## src/rtl/vscale_scoreboard.sv

```systemverilog
// Register scoreboard and bypass selector for the DX issue point.
// Optional stall counters are enabled with `define VSCALE_SCOREBOARD_PERF_EN.
module vscale_scoreboard #(
  parameter int NUM_REGS       = 32,
  parameter int REG_ADDR_WIDTH = 5,
  parameter int NUM_WB_PORTS   = 2,
  parameter int SEL_WIDTH      = 1
) (
  input  logic                                   clk,
  input  logic                                   reset,
  input  logic                                   issue_valid,
  input  logic [REG_ADDR_WIDTH-1:0]              issue_rs1,
  input  logic                                   issue_uses_rs1,
  input  logic [REG_ADDR_WIDTH-1:0]              issue_rs2,
  input  logic                                   issue_uses_rs2,
  input  logic [REG_ADDR_WIDTH-1:0]              issue_rd,
  input  logic                                   issue_wr,
  input  logic [NUM_WB_PORTS-1:0]                wb_valid,
  input  logic [NUM_WB_PORTS*REG_ADDR_WIDTH-1:0] wb_rd,
  input  logic                                   cancel_valid,
  input  logic [REG_ADDR_WIDTH-1:0]              cancel_rd,
  output logic                                   stall_issue,
  output logic                                   bypass_rs1,
  output logic [SEL_WIDTH-1:0]                   bypass_rs1_sel,
  output logic                                   bypass_rs2,
  output logic [SEL_WIDTH-1:0]                   bypass_rs2_sel,
  output logic                                   spurious_wb
`ifdef VSCALE_SCOREBOARD_PERF_EN
  ,
  output logic [31:0]                            raw_stall_cnt,
  output logic [31:0]                            waw_stall_cnt
`endif
);

  // x0 has no entry: every lookup loop starts at 1, so x0 reads as never busy.
  logic [NUM_REGS-1:1] busy, busy_next;
  logic rs1_hit, rs2_hit, rd_hit;
  logic [SEL_WIDTH-1:0] rs1_sel, rs2_sel;
  logic rs1_busy, rs2_busy, rd_busy;
  logic raw1, raw2, waw, accept, spurious_next, clr;

  // Descending port scan so the lowest matching port ends up selected.
  always_comb begin
    rs1_hit  = 1'b0;
    rs2_hit  = 1'b0;
    rd_hit   = 1'b0;
    rs1_sel  = '0;
    rs2_sel  = '0;
    rs1_busy = 1'b0;
    rs2_busy = 1'b0;
    rd_busy  = 1'b0;
    for (int i = NUM_WB_PORTS-1; i >= 0; i--) begin
      if (wb_valid[i] && wb_rd[i*REG_ADDR_WIDTH +: REG_ADDR_WIDTH] == issue_rs1) begin
        rs1_hit = 1'b1;
        rs1_sel = SEL_WIDTH'(i);
      end
      if (wb_valid[i] && wb_rd[i*REG_ADDR_WIDTH +: REG_ADDR_WIDTH] == issue_rs2) begin
        rs2_hit = 1'b1;
        rs2_sel = SEL_WIDTH'(i);
      end
      if (wb_valid[i] && wb_rd[i*REG_ADDR_WIDTH +: REG_ADDR_WIDTH] == issue_rd)
        rd_hit = 1'b1;
    end
    for (int r = 1; r < NUM_REGS; r++) begin
      if (issue_rs1 == REG_ADDR_WIDTH'(r)) rs1_busy = busy[r];
      if (issue_rs2 == REG_ADDR_WIDTH'(r)) rs2_busy = busy[r];
      if (issue_rd  == REG_ADDR_WIDTH'(r)) rd_busy  = busy[r];
    end
  end

  assign raw1           = issue_uses_rs1 && rs1_busy && !rs1_hit;
  assign raw2           = issue_uses_rs2 && rs2_busy && !rs2_hit;
  assign waw            = issue_wr && rd_busy && !rd_hit;
  assign bypass_rs1     = issue_uses_rs1 && rs1_busy && rs1_hit;
  assign bypass_rs2     = issue_uses_rs2 && rs2_busy && rs2_hit;
  assign bypass_rs1_sel = bypass_rs1 ? rs1_sel : '0;
  assign bypass_rs2_sel = bypass_rs2 ? rs2_sel : '0;
  assign stall_issue    = issue_valid && (raw1 || raw2 || waw);
  assign accept         = issue_valid && !stall_issue;

  // A newly accepted write outranks any same-cycle writeback or cancel on that register.
  always_comb begin
    busy_next     = busy;
    spurious_next = 1'b0;
    clr           = 1'b0;
    for (int r = 1; r < NUM_REGS; r++) begin
      clr = cancel_valid && (cancel_rd == REG_ADDR_WIDTH'(r));
      for (int i = 0; i < NUM_WB_PORTS; i++)
        if (wb_valid[i] && wb_rd[i*REG_ADDR_WIDTH +: REG_ADDR_WIDTH] == REG_ADDR_WIDTH'(r))
          clr = 1'b1;
      if (clr && !busy[r])
        spurious_next = 1'b1;
      if (accept && issue_wr && issue_rd == REG_ADDR_WIDTH'(r))
        busy_next[r] = 1'b1;
      else if (clr)
        busy_next[r] = 1'b0;
    end
  end

  always_ff @(posedge clk) begin
    if (reset) begin
      busy        <= '0;
      spurious_wb <= 1'b0;
    end else begin
      busy        <= busy_next;
      spurious_wb <= spurious_next;
    end
  end

`ifdef VSCALE_SCOREBOARD_PERF_EN
  // RAW takes precedence: a cycle stalled by both counts only as RAW.
  always_ff @(posedge clk) begin
    if (reset) begin
      raw_stall_cnt <= '0;
      waw_stall_cnt <= '0;
    end else if (issue_valid && (raw1 || raw2)) begin
      raw_stall_cnt <= raw_stall_cnt + 32'd1;
    end else if (issue_valid && waw) begin
      waw_stall_cnt <= waw_stall_cnt + 32'd1;
    end
  end
`endif

endmodule

```

## config.mk

```make
export PLATFORM = sky130hd
export DESIGN_NAME = vscale_scoreboard
export DESIGN_NICKNAME = d
export VERILOG_FILES = /design/src/rtl/vscale_scoreboard.sv
export SDC_FILE = /design/constraint.sdc
export NUM_CORES = 1
export LEC_CHECK = 0
export CAP_MARGIN = 25
export CORE_MARGIN = 5
export CORE_UTILIZATION = 60
export CTS_CLUSTER_SIZE = 10
export DETAILED_ROUTE_END_ITERATION = 8
export PLACE_DENSITY = 0.92
export SLEW_MARGIN = 30
export SYNTH_ARGS = -nofsm -noshare
export SYNTH_HDL_FRONTEND = slang
export SYNTH_SLANG_ARGS = --single-unit
```

## constraint.sdc

```tcl
create_clock -name clk -period 4.25 [get_ports clk]
set_input_delay 0.6375 -clock clk [delete_from_list [all_inputs] [get_ports clk]]
set_output_delay 0.6375 -clock clk [all_outputs]
set_load 0.005 [all_outputs]
```

======== After elaboration in Yosys (flattened, before gate mapping) ========
Cells that the tools add are included.
operators by class
  $add $sub $neg .......................... 0
  $mul .................................... 0
  divide/modulo/power cells ............... 0
  magnitude comparators ................... 0
  equality and inequality tests ........... 192
  shift operators ......................... 0
  muxes and demuxes ....................... 258
  bitwise gates (word level) .............. 0
  reductions and logical operators ........ 240
operators by type and width
  operator                                              count
  equality test 5 bit (second input constant)           96
  two-way mux 1 bit                                     258
  equality test 5 x 4 -> 1 bit (second input constant)  48
  logical AND 1 bit                                     172
  equality test 5 x 3 -> 1 bit (second input constant)  24
  nonzero test 2 bit                                    31
  equality test 5 x 2 -> 1 bit (second input constant)  12
  zero test 1 bit                                       35
  equality test 5 x 1 -> 1 bit (second input constant)  6
  equality test 5 bit                                   6
  logical OR 1 bit                                      2
word-level totals
  flip-flop bits (word level) ............. 32
  bits in latches ......................... 0
  RAM bits ................................ 0
  memory bits (read-only) ................. 0
  input bits .............................. 39
  output and inout bits ................... 6
  word-level logic and storage cells ...... 722
  memories ................................ 0

======== Longest topological paths before layout ========
  word-level depth ........................ 42
  depth in mapped cells ................... 10
  gate-level depth less buffers ........... 7

======== Worst setup path before layout ========
Ideal clock, no wire load.
  kind .................................... input to output
  from .................................... input port issue_rs1[4]
  to ...................................... output port stall_issue
  arrival ................................. 2.363 ns
  required time ........................... 3.612 ns
  setup slack ............................. 1.249 ns
  stages .................................. 9
  path buffers ............................ 2
  cells stage by stage .................... clkbuf_1 -> nand2b_1 -> a2111oi_0 -> a311oi_1 -> o211a_1 -> o31a_1 -> o22ai_2 -> buf_6 -> o21a_1
between the ends
  cells in the longest elaborated chain, start to end .. 37
  elaborated cells on any way between the ends .. 74
  those cells by class .................... eq/ne (33); mux (33); reduce/logical (8)
RTL lines
  item                             line  text
  start: declaration               12    input logic [REG_ADDR_WIDTH-1:0] issue_rs1,
  equality test 5 x 1 -> 1 bit     65    if (issue_rs1 == REG_ADDR_WIDTH'(r)) rs1_busy = busy[r];
  two-way mux 1 bit (31 in a row)  65
  logical AND 1 bit                71    assign raw1 = issue_uses_rs1 && rs1_busy && !rs1_hit;
  logical AND 1 bit *              71
  logical OR 1 bit * (2 in a row)  78    assign stall_issue = issue_valid && (raw1 || raw2 || waw);
  logical AND 1 bit *              78
  end: declaration                 22    output logic stall_issue,
Mark *: on every way between the ends. The rest lies on a longest branch, timed or not.

======== Worst setup path in the final report ========
  from .................................... input port issue_rs2[2]
  to ...................................... output port stall_issue
between the ends
  cells in the longest elaborated chain, start to end .. 37
  elaborated cells on any way between the ends .. 74
  those cells by class .................... eq/ne (33); mux (33); reduce/logical (8)
RTL lines
  item                             line  text
  start: declaration               14    input logic [REG_ADDR_WIDTH-1:0] issue_rs2,
  equality test 5 x 1 -> 1 bit     66    if (issue_rs2 == REG_ADDR_WIDTH'(r)) rs2_busy = busy[r];
  two-way mux 1 bit (31 in a row)  66
  logical AND 1 bit                72    assign raw2 = issue_uses_rs2 && rs2_busy && !rs2_hit;
  logical AND 1 bit *              72
  logical OR 1 bit * (2 in a row)  78
  logical AND 1 bit *              78
Marked as above.

==> metrics.txt <==
PwrDens 193 nW/µm²; Clock Power Share 30.8%; share of layout cells above drive strength 1 8.96%; setup TNS 0 ns; Lkg Pwr 1.63 nW; remaining global-route overflow 0; multi-input logic area 3270 µm²; commonest non-fill, non-tap cell in the layout nor2_1; Initial Util 62.2%; Clock Path Buffers 2; RSZ-0062 raised after global routing no; initial antenna violation count 0; wire per inst 24.1 µm; vias in the first global route 4,936; Reg2Reg Setup Slack 1.70 ns; Worst Path Max Fanout 17; Slew HR 37.9%; commonest cells after routing, fill and taps aside nor2_1, clkdlybuf4s50_1, o22ai_1, nand3b_1, dfxtp_1; Placed Cells 702; Die Y 94.1 µm; Placer Congestion 1.12; Seq pwr share 32.7%; Distinct cells, synth 72; Max-cap violations 0; Startpoint Class input port; ANT cells 0; Clock transition at path regs 0.07 ns; DRT Pass-1 Iters 9; VDD IR max 0.285 mV; Ys Warns 0; FMAX 0.247 GHz; core area 6830 µm²; CP Class in2out; Final setup viols 0; TritonCTS buffer count 5; skew final 0.00639 ns; crit path cell chain clkdlybuf4s50_1 > and3b_1 > nand3_1 > a311oi_1 > o32ai_1 > and2_1 > a31o_2 > o21a_1 > clkdlybuf4s50_1; syn avg cell area 7.20 µm²; sequential-to-total area share from yosys stat 15.1%; outcome complete, but fails checks; Worst EP required 3.61 ns; # resized after CTS 0; GRT Total Usage 37.9%; synthesis-to-layout area growth 15.0%; nature of the critical path endpoint primary output; DIE WIDTH 94.1 µm; failing checks design-rule violations; Layout Nets 652; number of synthesized flops with an enable pin 0; Post-CTS Setup Inserts 0; final non-filler cell total 710; Syn Nets 629; CTS tree built; Vias/cell 7.62; Netlist Area Pre-Place 4250 µm²; crit-path max cell delay 0.86 ns; I/O Buffers 44; first-pass GRT wire length 26,200 µm; H-Tree Depth 2; number of failing hold endpoints at the final stage 0; Net Sw Frac 34.4%; logic gate share of total power 36.4%; final worst path period share 95.3%; Final ANT Viol Nets 0; Top delay family on crit path buffers and inverters; HPWL after DPL 12,100 µm; initial drt markers 1,075; IO Pins 45; CP Data Arrival Time 3.41 ns; Seq. cell area 641 µm²; Hold-fix buffers, CTS 0; fillers 592; Clock Sinks 32; row cnt 30; clock latency on the worst-skew pair 0.29 ns; DRC violations left 38; CTS root buf clkbuf_8; largest net degree at the start of global routing 35; Die Area 8860 µm²; internal power 0.619 mW; routed via count 5,408; Synth Flop Type dfxtp_1; NetSw 0.325 mW; Min-Delay Path Class reg2reg; CP max-delay cell clkdlybuf4s50_1; CP dominant cell by count clkdlybuf4s50_1; CP Buf/Inv Count 2; final wirelength 17,100 µm; synthesized instance count 590; ys async rst share 0%; Slew @ Worst Pin 0.929 ns; Seq cells post-synth 32; min Tclk post-route 4.05 ns; Slew Viols, Final 0
-- state kept, by name, summed over array words and instances, names as in the netlist --
name / cells
busy: 31
spurious_wb: 1
-- tightest hold or removal path, delay by kind of cell, from the launching register on --
family / cells / cell delay [ns]
flops: 1 / 0.38
compound gates: 1 / 0.07
simple gates: 1 / 0.12
-- Yosys cell counts (5+ instances only) --
cell      instances  area share [%]
nor3b_1           5            0.88
nand2_1          28             2.5
nor2b_1          13             1.9
and2_1            6            0.88
nand3_1          13             1.5
clkbuf_1         29             2.6
o21ai_0          11             1.3
a31oi_1           5            0.74
o41ai_1          30             6.2
o32ai_1           5             1.0
nand2b_1         23             3.4
xnor2_1           7             1.4
nor4_1           12             1.8
inv_1            13             1.1
o22ai_1          41             6.0
xor2_1           24             4.9
mux2i_1          15             3.5
nand4_1           5            0.74
and3_1            5            0.74
buf_4             5            0.88
nor2_1           65             5.7
a21oi_1          27             3.2
o211ai_1          5            0.88
nand4b_1         10             2.1
nand3b_1         35             6.2
buf_2            18             2.1
dfxtp_1          32              15
nor3_1           17             2.0
-- power by group through the flow --
stage          logic [mW]  registers (mW)  clock network (mW)
3_3_place_gp        0.322           0.315                   0
6_report            0.344           0.309               0.291
4_1_cts             0.330           0.308               0.289
3_5_place_dp        0.329           0.315                   0
5_1_grt             0.363           0.308               0.304
2_1_floorplan       0.223           0.312                   0
-- cell type report --
class,count,area share (%)
Sequential cell,32,13.1
Inverter,13,0.999
Tap cell,96,2.46
Clock inverter,2,0.717
Timing Repair Buffer,73,14.2
Clock buffer,6,1.49
Multi-Input combinational cell,488,67.0
-- layer usage --
metal / vias to the layer above / share of wire [%] / GRT usage (%) / wire [µm]
met3: 170 / 15 / 10.4 / 2540
met5: - / 0 / 0 / 0
met4: 0 / 7.9 / 22.3 / 1350
met2: 534 / 41 / 56.0 / 7080
li1: 2315 / - / - / -
met1: 2389 / 36 / 48.9 / 6110
-- stage by stage --
stage	area [µm²]	hold WS (ns)	setup WS, ns	power [mW]	util (%)
2_1_floorplan	4250	0.487	1.25	0.535	-
6_report	4880	0.626	0.198	0.944	71.5
5_1_grt	4880	0.643	0.0200	0.975	71.5
3_3_place_gp	4780	0.560	0.298	0.637	69.9
3_5_place_dp	4780	0.593	0.265	0.644	69.9
4_1_cts	4880	0.605	0.245	0.927	71.5
-- cell families (layout without fill, tap and decap cells) --
kind of cell	count (synthesis)	count (layout)	share of synthesized area (%)
multiplexers	18	18	4.60
buffers and inverters	70	94	7.87
XOR/XNOR	31	31	6.39
AND/OR/NAND/NOR	262	262	35.1
flip-flops	32	32	15.1
AO/OA/AOI/OAI	177	177	31.0
-- path summary, 6_finish.rpt --
path	cells after the start	endpoint	startpoint
worst min register to register	2	busy[26]$_SDFFE_PP0P_	busy[26]$_SDFFE_PP0P_
worst max register to register	8	busy[23]$_SDFFE_PP0P_	busy[3]$_SDFFE_PP0P_
worst min-delay path	2	busy[26]$_SDFFE_PP0P_	busy[26]$_SDFFE_PP0P_
worst max-delay path	9	stall_issue	issue_rs2[2]
(Power assumes the default switching activity.)
